File: config.mk
export PLATFORM = sky130hd
export DESIGN_NAME = jb_dfe_tdm_antenna_combiner
export DESIGN_NICKNAME = d
export VERILOG_FILES = /design/src/rtl/jb_dfe_tdm_antenna_combiner.sv
export SDC_FILE = /design/constraint.sdc
export NUM_CORES = 1
export LEC_CHECK = 0
export CAP_MARGIN = 20
export CORE_MARGIN = 2
export CORE_UTILIZATION = 40
export CTS_CLUSTER_SIZE = 8
export DETAILED_ROUTE_END_ITERATION = 8
export GPL_TIMING_DRIVEN = 0
export HOLD_SLACK_MARGIN = 0.03
export PLACE_DENSITY_LB_ADDON = 0.08
export SLEW_MARGIN = 40
export SYNTH_ARGS = -nofsm -noshare
export SYNTH_HDL_FRONTEND = slang
export SYNTH_SLANG_ARGS = --single-unit
File: constraint.sdc
create_clock -name clk -period 5.8 [get_ports clk]
set_input_delay 1.74 -clock clk [delete_from_list [all_inputs] [get_ports clk]]
set_output_delay 1.74 -clock clk [all_outputs]
set_load 0.1 [all_outputs]
File: src/rtl/jb_dfe_tdm_antenna_combiner.sv
// TDM antenna combiner: buffers per-antenna sample streams in small lane FIFOs and
// re-interleaves them into one AXI4-Stream, emitting whole frames only.
module jb_dfe_tdm_antenna_combiner #(
    parameter int unsigned N_ANTENNAS  = 4,
    parameter int unsigned PRECISION   = 16,
    parameter int unsigned FIFO_DEPTH  = 8,
    parameter int unsigned START_LEVEL = 2
) (
    input  logic                                   clk,
    input  logic                                   resetn,
    input  logic                                   enable,
    input  logic                                   clr_status,
    input  logic [N_ANTENNAS-1:0]                  lane_tvalid,
    input  logic [N_ANTENNAS-1:0][2*PRECISION-1:0] lane_tdata,
    output logic [2*PRECISION-1:0]                 m_tdata,
    output logic [1:0]                             m_tuser,
    output logic                                   m_tlast,
    output logic                                   m_tvalid,
    input  logic                                   m_tready,
    output logic [N_ANTENNAS-1:0]                  ovf_sticky,
    output logic [N_ANTENNAS-1:0]                  unf_sticky,
    output logic [1:0]                             state_o
);
    localparam int unsigned DATA_W = 2 * PRECISION;
    localparam int unsigned PTR_W  = $clog2(FIFO_DEPTH);
    localparam int unsigned CNT_W  = PTR_W + 1;
    localparam int unsigned IDX_W  = 2;

    localparam logic [1:0] ST_IDLE = 2'd0;
    localparam logic [1:0] ST_FILL = 2'd1;
    localparam logic [1:0] ST_RUN  = 2'd2;

    localparam logic [CNT_W-1:0] CNT_FULL  = CNT_W'(FIFO_DEPTH);
    localparam logic [CNT_W-1:0] CNT_START = CNT_W'(START_LEVEL);
    localparam logic [IDX_W-1:0] IDX_LAST  = IDX_W'(N_ANTENNAS - 1);

    logic [1:0]            state_q, state_d;
    logic [IDX_W-1:0]      ant_idx_q, ant_idx_d;
    logic [PTR_W-1:0]      wr_ptr_q [N_ANTENNAS];
    logic [PTR_W-1:0]      rd_ptr_q [N_ANTENNAS];
    logic [CNT_W-1:0]      cnt_q    [N_ANTENNAS];
    logic [DATA_W-1:0]     mem_q    [N_ANTENNAS][FIFO_DEPTH];

    logic [DATA_W-1:0]     m_tdata_q;
    logic [IDX_W-1:0]      m_tuser_q;
    logic                  m_tlast_q;
    logic                  m_tvalid_q;
    logic [N_ANTENNAS-1:0] ovf_q, unf_q;

    logic [N_ANTENNAS-1:0] lane_empty, lane_ready, push, pop, ovf_set, unf_set;
    logic [DATA_W-1:0]     sel_data;
    logic                  slot_free, run_en, frame_start, load;

    // Load/pop decisions for the output register and lane FIFOs
    always_comb begin
        lane_empty = '0;
        lane_ready = '0;
        sel_data   = '0;
        pop        = '0;
        push       = '0;
        ovf_set    = '0;
        unf_set    = '0;
        for (int k = 0; k < N_ANTENNAS; k++) begin
            lane_empty[k] = (cnt_q[k] == '0);
            lane_ready[k] = (cnt_q[k] >= CNT_START);
            if (ant_idx_q == IDX_W'(k)) begin
                sel_data = mem_q[k][rd_ptr_q[k]];
            end
        end
        slot_free   = !m_tvalid_q || m_tready;
        run_en      = (state_q == ST_RUN) && enable;
        frame_start = (ant_idx_q == '0);
        // A frame only starts when every lane can supply its beat, keeping frames atomic
        load        = slot_free && run_en && (!frame_start || !(|lane_empty));
        if (slot_free && run_en && frame_start) begin
            unf_set = lane_empty;
        end
        for (int k = 0; k < N_ANTENNAS; k++) begin
            pop[k]     = load && (ant_idx_q == IDX_W'(k));
            push[k]    = lane_tvalid[k] && (state_q != ST_IDLE) && ((cnt_q[k] != CNT_FULL) || pop[k]);
            ovf_set[k] = lane_tvalid[k] && (state_q != ST_IDLE) && (cnt_q[k] == CNT_FULL) && !pop[k];
        end
    end

    // Next-state logic
    always_comb begin
        state_d   = state_q;
        ant_idx_d = ant_idx_q;
        case (state_q)
            ST_IDLE: if (enable) state_d = ST_FILL;
            ST_FILL: if (&lane_ready) state_d = ST_RUN;
            ST_RUN:  state_d = ST_RUN;
            default: state_d = ST_IDLE;
        endcase
        if (!enable && slot_free) begin
            state_d = ST_IDLE;
        end
        if (state_q == ST_IDLE) begin
            ant_idx_d = '0;
        end else if (load) begin
            ant_idx_d = (ant_idx_q == IDX_LAST) ? '0 : ant_idx_q + IDX_W'(1);
        end
    end

    always_ff @(posedge clk or negedge resetn) begin
        if (!resetn) begin
            state_q   <= ST_IDLE;
            ant_idx_q <= '0;
        end else begin
            state_q   <= state_d;
            ant_idx_q <= ant_idx_d;
        end
    end

    // Lane FIFO pointers and occupancy; IDLE holds them flushed
    always_ff @(posedge clk or negedge resetn) begin
        if (!resetn) begin
            for (int k = 0; k < N_ANTENNAS; k++) begin
                wr_ptr_q[k] <= '0;
                rd_ptr_q[k] <= '0;
                cnt_q[k]    <= '0;
            end
        end else begin
            for (int k = 0; k < N_ANTENNAS; k++) begin
                if (state_q == ST_IDLE) begin
                    wr_ptr_q[k] <= '0;
                    rd_ptr_q[k] <= '0;
                    cnt_q[k]    <= '0;
                end else begin
                    if (push[k]) wr_ptr_q[k] <= wr_ptr_q[k] + PTR_W'(1);
                    if (pop[k])  rd_ptr_q[k] <= rd_ptr_q[k] + PTR_W'(1);
                    if (push[k] && !pop[k]) begin
                        cnt_q[k] <= cnt_q[k] + CNT_W'(1);
                    end else if (!push[k] && pop[k]) begin
                        cnt_q[k] <= cnt_q[k] - CNT_W'(1);
                    end
                end
            end
        end
    end

    always_ff @(posedge clk) begin
        for (int k = 0; k < N_ANTENNAS; k++) begin
            if (push[k]) mem_q[k][wr_ptr_q[k]] <= lane_tdata[k];
        end
    end

    // AXI output register: payload frozen while a beat waits for m_tready
    always_ff @(posedge clk or negedge resetn) begin
        if (!resetn) begin
            m_tvalid_q <= 1'b0;
            m_tdata_q  <= '0;
            m_tuser_q  <= '0;
            m_tlast_q  <= 1'b0;
        end else if (slot_free) begin
            m_tvalid_q <= load;
            if (load) begin
                m_tdata_q <= sel_data;
                m_tuser_q <= ant_idx_q;
                m_tlast_q <= (ant_idx_q == IDX_LAST);
            end
        end
    end

    always_ff @(posedge clk or negedge resetn) begin
        if (!resetn) begin
            ovf_q <= '0;
            unf_q <= '0;
        end else begin
            ovf_q <= (ovf_q & ~{N_ANTENNAS{clr_status}}) | ovf_set;
            unf_q <= (unf_q & ~{N_ANTENNAS{clr_status}}) | unf_set;
        end
    end

    assign m_tdata    = m_tdata_q;
    assign m_tuser    = m_tuser_q;
    assign m_tlast    = m_tlast_q;
    assign m_tvalid   = m_tvalid_q;
    assign ovf_sticky = ovf_q;
    assign unf_sticky = unf_q;
    assign state_o    = state_q;

endmodule
Word-level counts from Yosys, hierarchy flattened. Memories as Yosys holds them, arrays and structs flattened. Cells that the tools add are included.

$add $sub $neg: 17. $lt $le $gt $ge: 16. Equality and inequality tests: 15. Muxes and demuxes: 68. Bitwise gates (word level): 13. Reductions and logical operators: 79.

Operators by type and width (number): $mux 256 (4); $mux 32 (16); $bmux 32 s3 (4); $demux 32 s3 (4); $mux 4 (13); $mux 3 (16); $logic_and 1x1->1 (37); $ge 4x4->1 const B (8); $not 3->4 (8); $add 3x1->3 const B (8); $reduce_bool 2->1 (10); $add 4x1->4 const B (4); $eq 4x4->1 const B (4); $ge 4x2->1 const B (4); $logic_not 4->1 (4); $lt 4x1->1 const B (4); $ne 4x4->1 const B (4); $sub 4x1->4 const B (4); $logic_not 1->1 (12); $mux 2 (6); $reduce_bool 3->1 (4); $and 4x4->4 (2); $or 4x4->4 (2); $eq 2x2->1 const B (3); 11 further kinds (23).

Register bits after elaboration: 88. Memory bits (writable): 1024. Input bits: 137. Output and inout bits: 46. Word-level logic and storage cells: 229. Memories kept: 1.

Memory list: mem_q (words 4, width 256, rd ports 4, clocked after Yosys merged registers in 0, wr ports 4, RTL line 42) `logic [DATA_W-1:0] mem_q [N_ANTENNAS][FIFO_DEPTH];`.

Logic depth before layout (Yosys ltp).
Word-level depth: 13. Gate-level depth with buffers: 15. Depth with buffers taken out: 13.

Worst setup path before layout. Ideal clock, no wire load.

Path kind: input to register. Start: input port enable. End: memory mem_q[1][64] in the netlist's numbering (enable). Setup time: 0.513 ns. Arrival time: 5.925 ns. Required time: 5.287 ns. Setup slack: -0.638 ns. Stages: 6. Buffers on the path: 2. Cells stage by stage: and2_1 > buf_2 > and3_1 > clkbuf_1 > a21oi_1 > nor4b_1.

RTL lines: from (decl) (RTL line 11) `input logic enable,`; to (decl) (RTL line 42).

Worst setup path in the final report.
Start: input port m_tready. End: register cnt_q[15] in the netlist's numbering.

Cells in the longest elaborated chain, start to end: 9. Elaborated cells between the ends (all ways): 13. Those cells by class: mux: 2; reduce/logical: 11.

RTL lines: from (decl) (RTL line 19) `input logic m_tready,`; $logic_or 1x1->1 * (RTL line 70) `slot_free = !m_tvalid_q || m_tready;`; $logic_and 1x1->1 * (2 in series) (RTL line 74) `load = slot_free && run_en && (!frame_start || !(|lane_empty));`; $logic_and 1x1->1 * (RTL line 79) `pop[k] = load && (ant_idx_q == IDX_W'(k));`; $logic_or 1x1->1 (RTL line 80) `push[k] = lane_tvalid[k] && (state_q != ST_IDLE) && ((cnt_q[k] != CNT_FULL) || pop[k]);`; $logic_and 1x1->1 (RTL line 80); $logic_and 1x1->1 or $logic_not 1->1 (tied branches) (RTL line 132, 134); $mux 4 or $logic_and 1x1->1 (tied branches) (RTL line 132, 134); $mux 4 or $reduce_bool 3->1 (tied branches); to (signal, indexed assignment) (RTL line 133) `cnt_q[k] <= cnt_q[k] + CNT_W'(1);`; to (signal, indexed assignment) (RTL line 135) `cnt_q[k] <= cnt_q[k] - CNT_W'(1);`; to (decl) (RTL line 41) `logic [CNT_W-1:0] cnt_q [N_ANTENNAS];`.

Mark *: on every way between the ends. The rest lies on a longest branch, timed or not. A chain may end at the register's enable or synchronous reset.

==> qor.csv <==
metric,value,unit
Crit path max-delay family,simple AND/OR/NAND/NOR gates,
slowest CP cell,clkdlybuf4s50_1,
"Seq/Total Area, Yosys",76.5,%
Post-CTS Resized,0,
clk slew on worst S/H paths,0.05,ns
largest family of logic cells by synthesized area,multiplexers,
HPWL Detailed,81200,microns
share of synthesized registers carrying an async set or reset,7.91,%
Tmin final,4.92,ns
Worst slew margin,40.7,%
status,"finished, final reports clean",
Nets,2702,
vias in the first global route,24094,
"Data required, critical path",6.46,ns
Post-CTS Setup Inserts,0,
DRT Pass-1 Iters,5,
"Max FO, Critical Path",10,
Cell variety after synth,74,
Reg2Reg Setup Slack,1.81,ns
Post-Syn Instances,2059,
die area,0.110,sq mm
CTS sink count,1112,
setup slack after layout,0.883,ns
worst min path class,reg2reg,
endpoints failing hold,0,
# fillers,8781,
WL met1,46900,microns
Post-Synth Simple-Gate Area,3.06,%
Final Slew Violations,0,
worst r2r dst,cnt_q[15],
total global routing overflow,0,
Clock Path Buffers,3,
crit-path max cell delay,0.47,ns
Post-synth EDFFs,1024,
area grow syn2layout,22.0,%
Remaining DRCs,0,
Most Frequent Cell on Critical Path,a21o_1,
"Avg Cell Area, Syn",20.9,sq um
Vias,22450,
crit end category,register,
hold path depth,2,
pre-CTS WS,0.197,ns
Critical Path AT,5.58,ns
Post-Syn Nets,2223,
Ports,183,
Post-DRT Antenna Nets,0,
maxcap violations,0,
R2R Path Start,state_o[0],
Synth Area in XOR/XNOR,0.285,%
initial antenna violation count,23,
Crit Path Category,in2reg,
# hold bufs at CTS,0,
post-synthesis mux area share,13.8,%
YS warnings,0,
critical path startpoint category,input port,
Post-Route Skew,0.0236,ns
Post-Syn Area,0.0431,sq mm
row cnt,120,
HP Start,m_tdata[20],
largest net degree at the start of global routing,58,
Die H,332,microns
PD cells,400,mW/mm^2
Most used DFF post-synth,edfxtp_1,
Die Width,332,microns
leak pwr,17.3,nW
vias per cell,5.58,
Compound-Gate Fraction of Synth Area,4.10,%
clock latency at the later pin of the worst-skew pair,0.75,ns
CTS root buf,clkbuf_16,
share of layout cells above drive strength 1,27.7,%
uppermost layer routed,met5,
total CTS buffers,157,
GRT Total Usage,21.3,%
Fmax,203,MHz
WL per Instance,28.7,microns
core area,0.107,sq mm
global-route wire length before repair,168000,microns
peak supply drop,0.000260,V
IO Port Bufs,180,
CTS tree,done,
Buf/Inv on CP,3,
worst slew pin tran,0.887,ns
met3 WL post-DR,7230,microns
met2 WL,58400,microns
Yosys reg bits,1112,
Final Cycle Share,84.8,%
final wirelength,115000,microns
Min-Delay Endpoint,m_tdata[20],
RSZ-0062 raised after global routing,no,
R2R cell count,15,
Final Wtd Congestion,0.792,
"Core Util, Final",49.1,%
Finish-stage setup viols,0,
fraction of the mapped netlist area in adder cells,0.854,%
H-tree depth,4,
drt first-iter violations,1934,
starting density of the core,40.3,%
CP Cell Sequence,clkdlybuf4s50_1 -> nand2b_1 -> buf_2 -> nand3_1 -> clkbuf_1 -> o21bai_1 -> nand2_1 -> or2_2 -> ha_1 -> a21o_1 -> a211o_1 -> or4_1 -> a21o_1 -> a31oi_1,
==> registers in the layout, indices dropped and copies added, names as in the netlist <==
| register | cells |
|---|---|
| mem_q | 1024 |
| m_tdata | 32 |
| cnt_q | 16 |
| rd_ptr_q | 12 |
| wr_ptr_q | 12 |
| ovf_sticky | 4 |
| unf_sticky | 4 |
| ant_idx_q | 2 |
| m_tuser | 2 |
| state_o | 2 |
| m_tlast | 1 |
| m_tvalid | 1 |
==> through the flow <==
| step | setup TNS (ns) | cells | cell area [sq um] | total power, W | hold slack (ns) |
|---|---|---|---|---|---|
| final | 0 | 4023 | 52500 | 0.0210 | 0.473 |
| after global routing | 0 | 4021 | 52500 | 0.0218 | 0.497 |
| after floorplan | -23.25 | 2059 | 43100 | 0.0117 | 0.486 |
| after global placement | -2399.27 | 3642 | 46600 | 0.0128 | 0.466 |
| after CTS | 0 | 4015 | 52500 | 0.0212 | 0.476 |
| after detailed placement | 0 | 3781 | 48100 | 0.0129 | 0.466 |
==> power breakdown <==
part	total [W]	switching, W	leakage (nW)	internal, W
Clock	0.00823	0.00325	2.11	0.00498
Combinational	0.00311	0.00214	4.72	0.000964
Sequential	0.00967	0.000268	10.4	0.00940
==> worst min-delay path: cells and delay by family, from the launching register on <==
family	cells	cell delay, ns
compound gates	1	0.05
simple gates	1	0.05
flops	1	0.33
==> worst max path at each step <==
stage	start	depth (start not counted)	slack [ns]	endpoint
5_1_grt	m_tready	14	0.71	cnt_q[15]
2_1_floorplan	enable	6	-0.36	mem_q[1][100]
4_1_cts	m_tready	14	0.95	cnt_q[15]
3_5_place_dp	m_tready	14	0.20	cnt_q[15]
6_report	m_tready	14	0.88	cnt_q[15]
3_3_place_gp	enable	7	-5.76	mem_q[1][233]
==> cells by family after synthesis <==
family,count (synthesis)
fa+ha+maj,27
buf+inv,143
xor+xnor,14
compound gates,231
flops,1112
mux,270
simple gates,262
==> Yosys cell counts, types with 8 or more instances <==
cell / count / area [sq um]
o21ai_0: 14 / 70.1
nor2b_1: 8 / 50.1
o31ai_1: 32 / 240
ha_1: 23 / 288
clkbuf_1: 76 / 285
a221oi_1: 62 / 543
xor2_1: 9 / 78.8
dfrtp_1: 88 / 2200
o22ai_1: 36 / 225
nand2_1: 96 / 360
a21oi_1: 16 / 80.1
buf_2: 29 / 145
nor3_1: 21 / 105
inv_1: 31 / 116
edfxtp_1: 1024 / 30700
nand2b_1: 13 / 81.3
nand3_1: 21 / 105
mux4_2: 256 / 5770
nor2_1: 51 / 191
a22oi_1: 32 / 240
==> area by class of cell <==
| cell class | instances | area (sq um) | share of cell area, % |
|---|---|---|---|
| Inverter | 31 | 116 | 0.222 |
| Sequential cell | 1112 | 33000 | 62.7 |
| Timing Repair Buffer | 320 | 3030 | 5.76 |
| Clock inverter | 14 | 178 | 0.338 |
| Clock buffer | 220 | 4210 | 8.01 |
| Buffer | 112 | 498 | 0.948 |
| Tap cell | 1403 | 1760 | 3.34 |
| Antenna cell | 7 | 17.5 | 0.0333 |
| Multi-Input combinational cell | 804 | 9770 | 18.6 |
==> metal layers <==
layer  vias up  GRT usage (%)
li1       9614              -
met1     12023           27.1
met2       609           35.6
met3       180           5.44
met4        24           7.01
met5         -              0
==> cells in the final DEF (no fill, tap or decap), drive strengths merged, types with 36 or more instances in the layout <==
cell           Yosys  final
mux4             256    256
clkdlybuf4s50      0    133
buf               36    223
dfrtp             88     88
o22ai             36     36
inv               31     40
nand2             97     97
nor2              51     51
clkbuf            76    296
edfxtp          1024   1024
a221oi            62     62
Power figures use the tool's default switching activity.
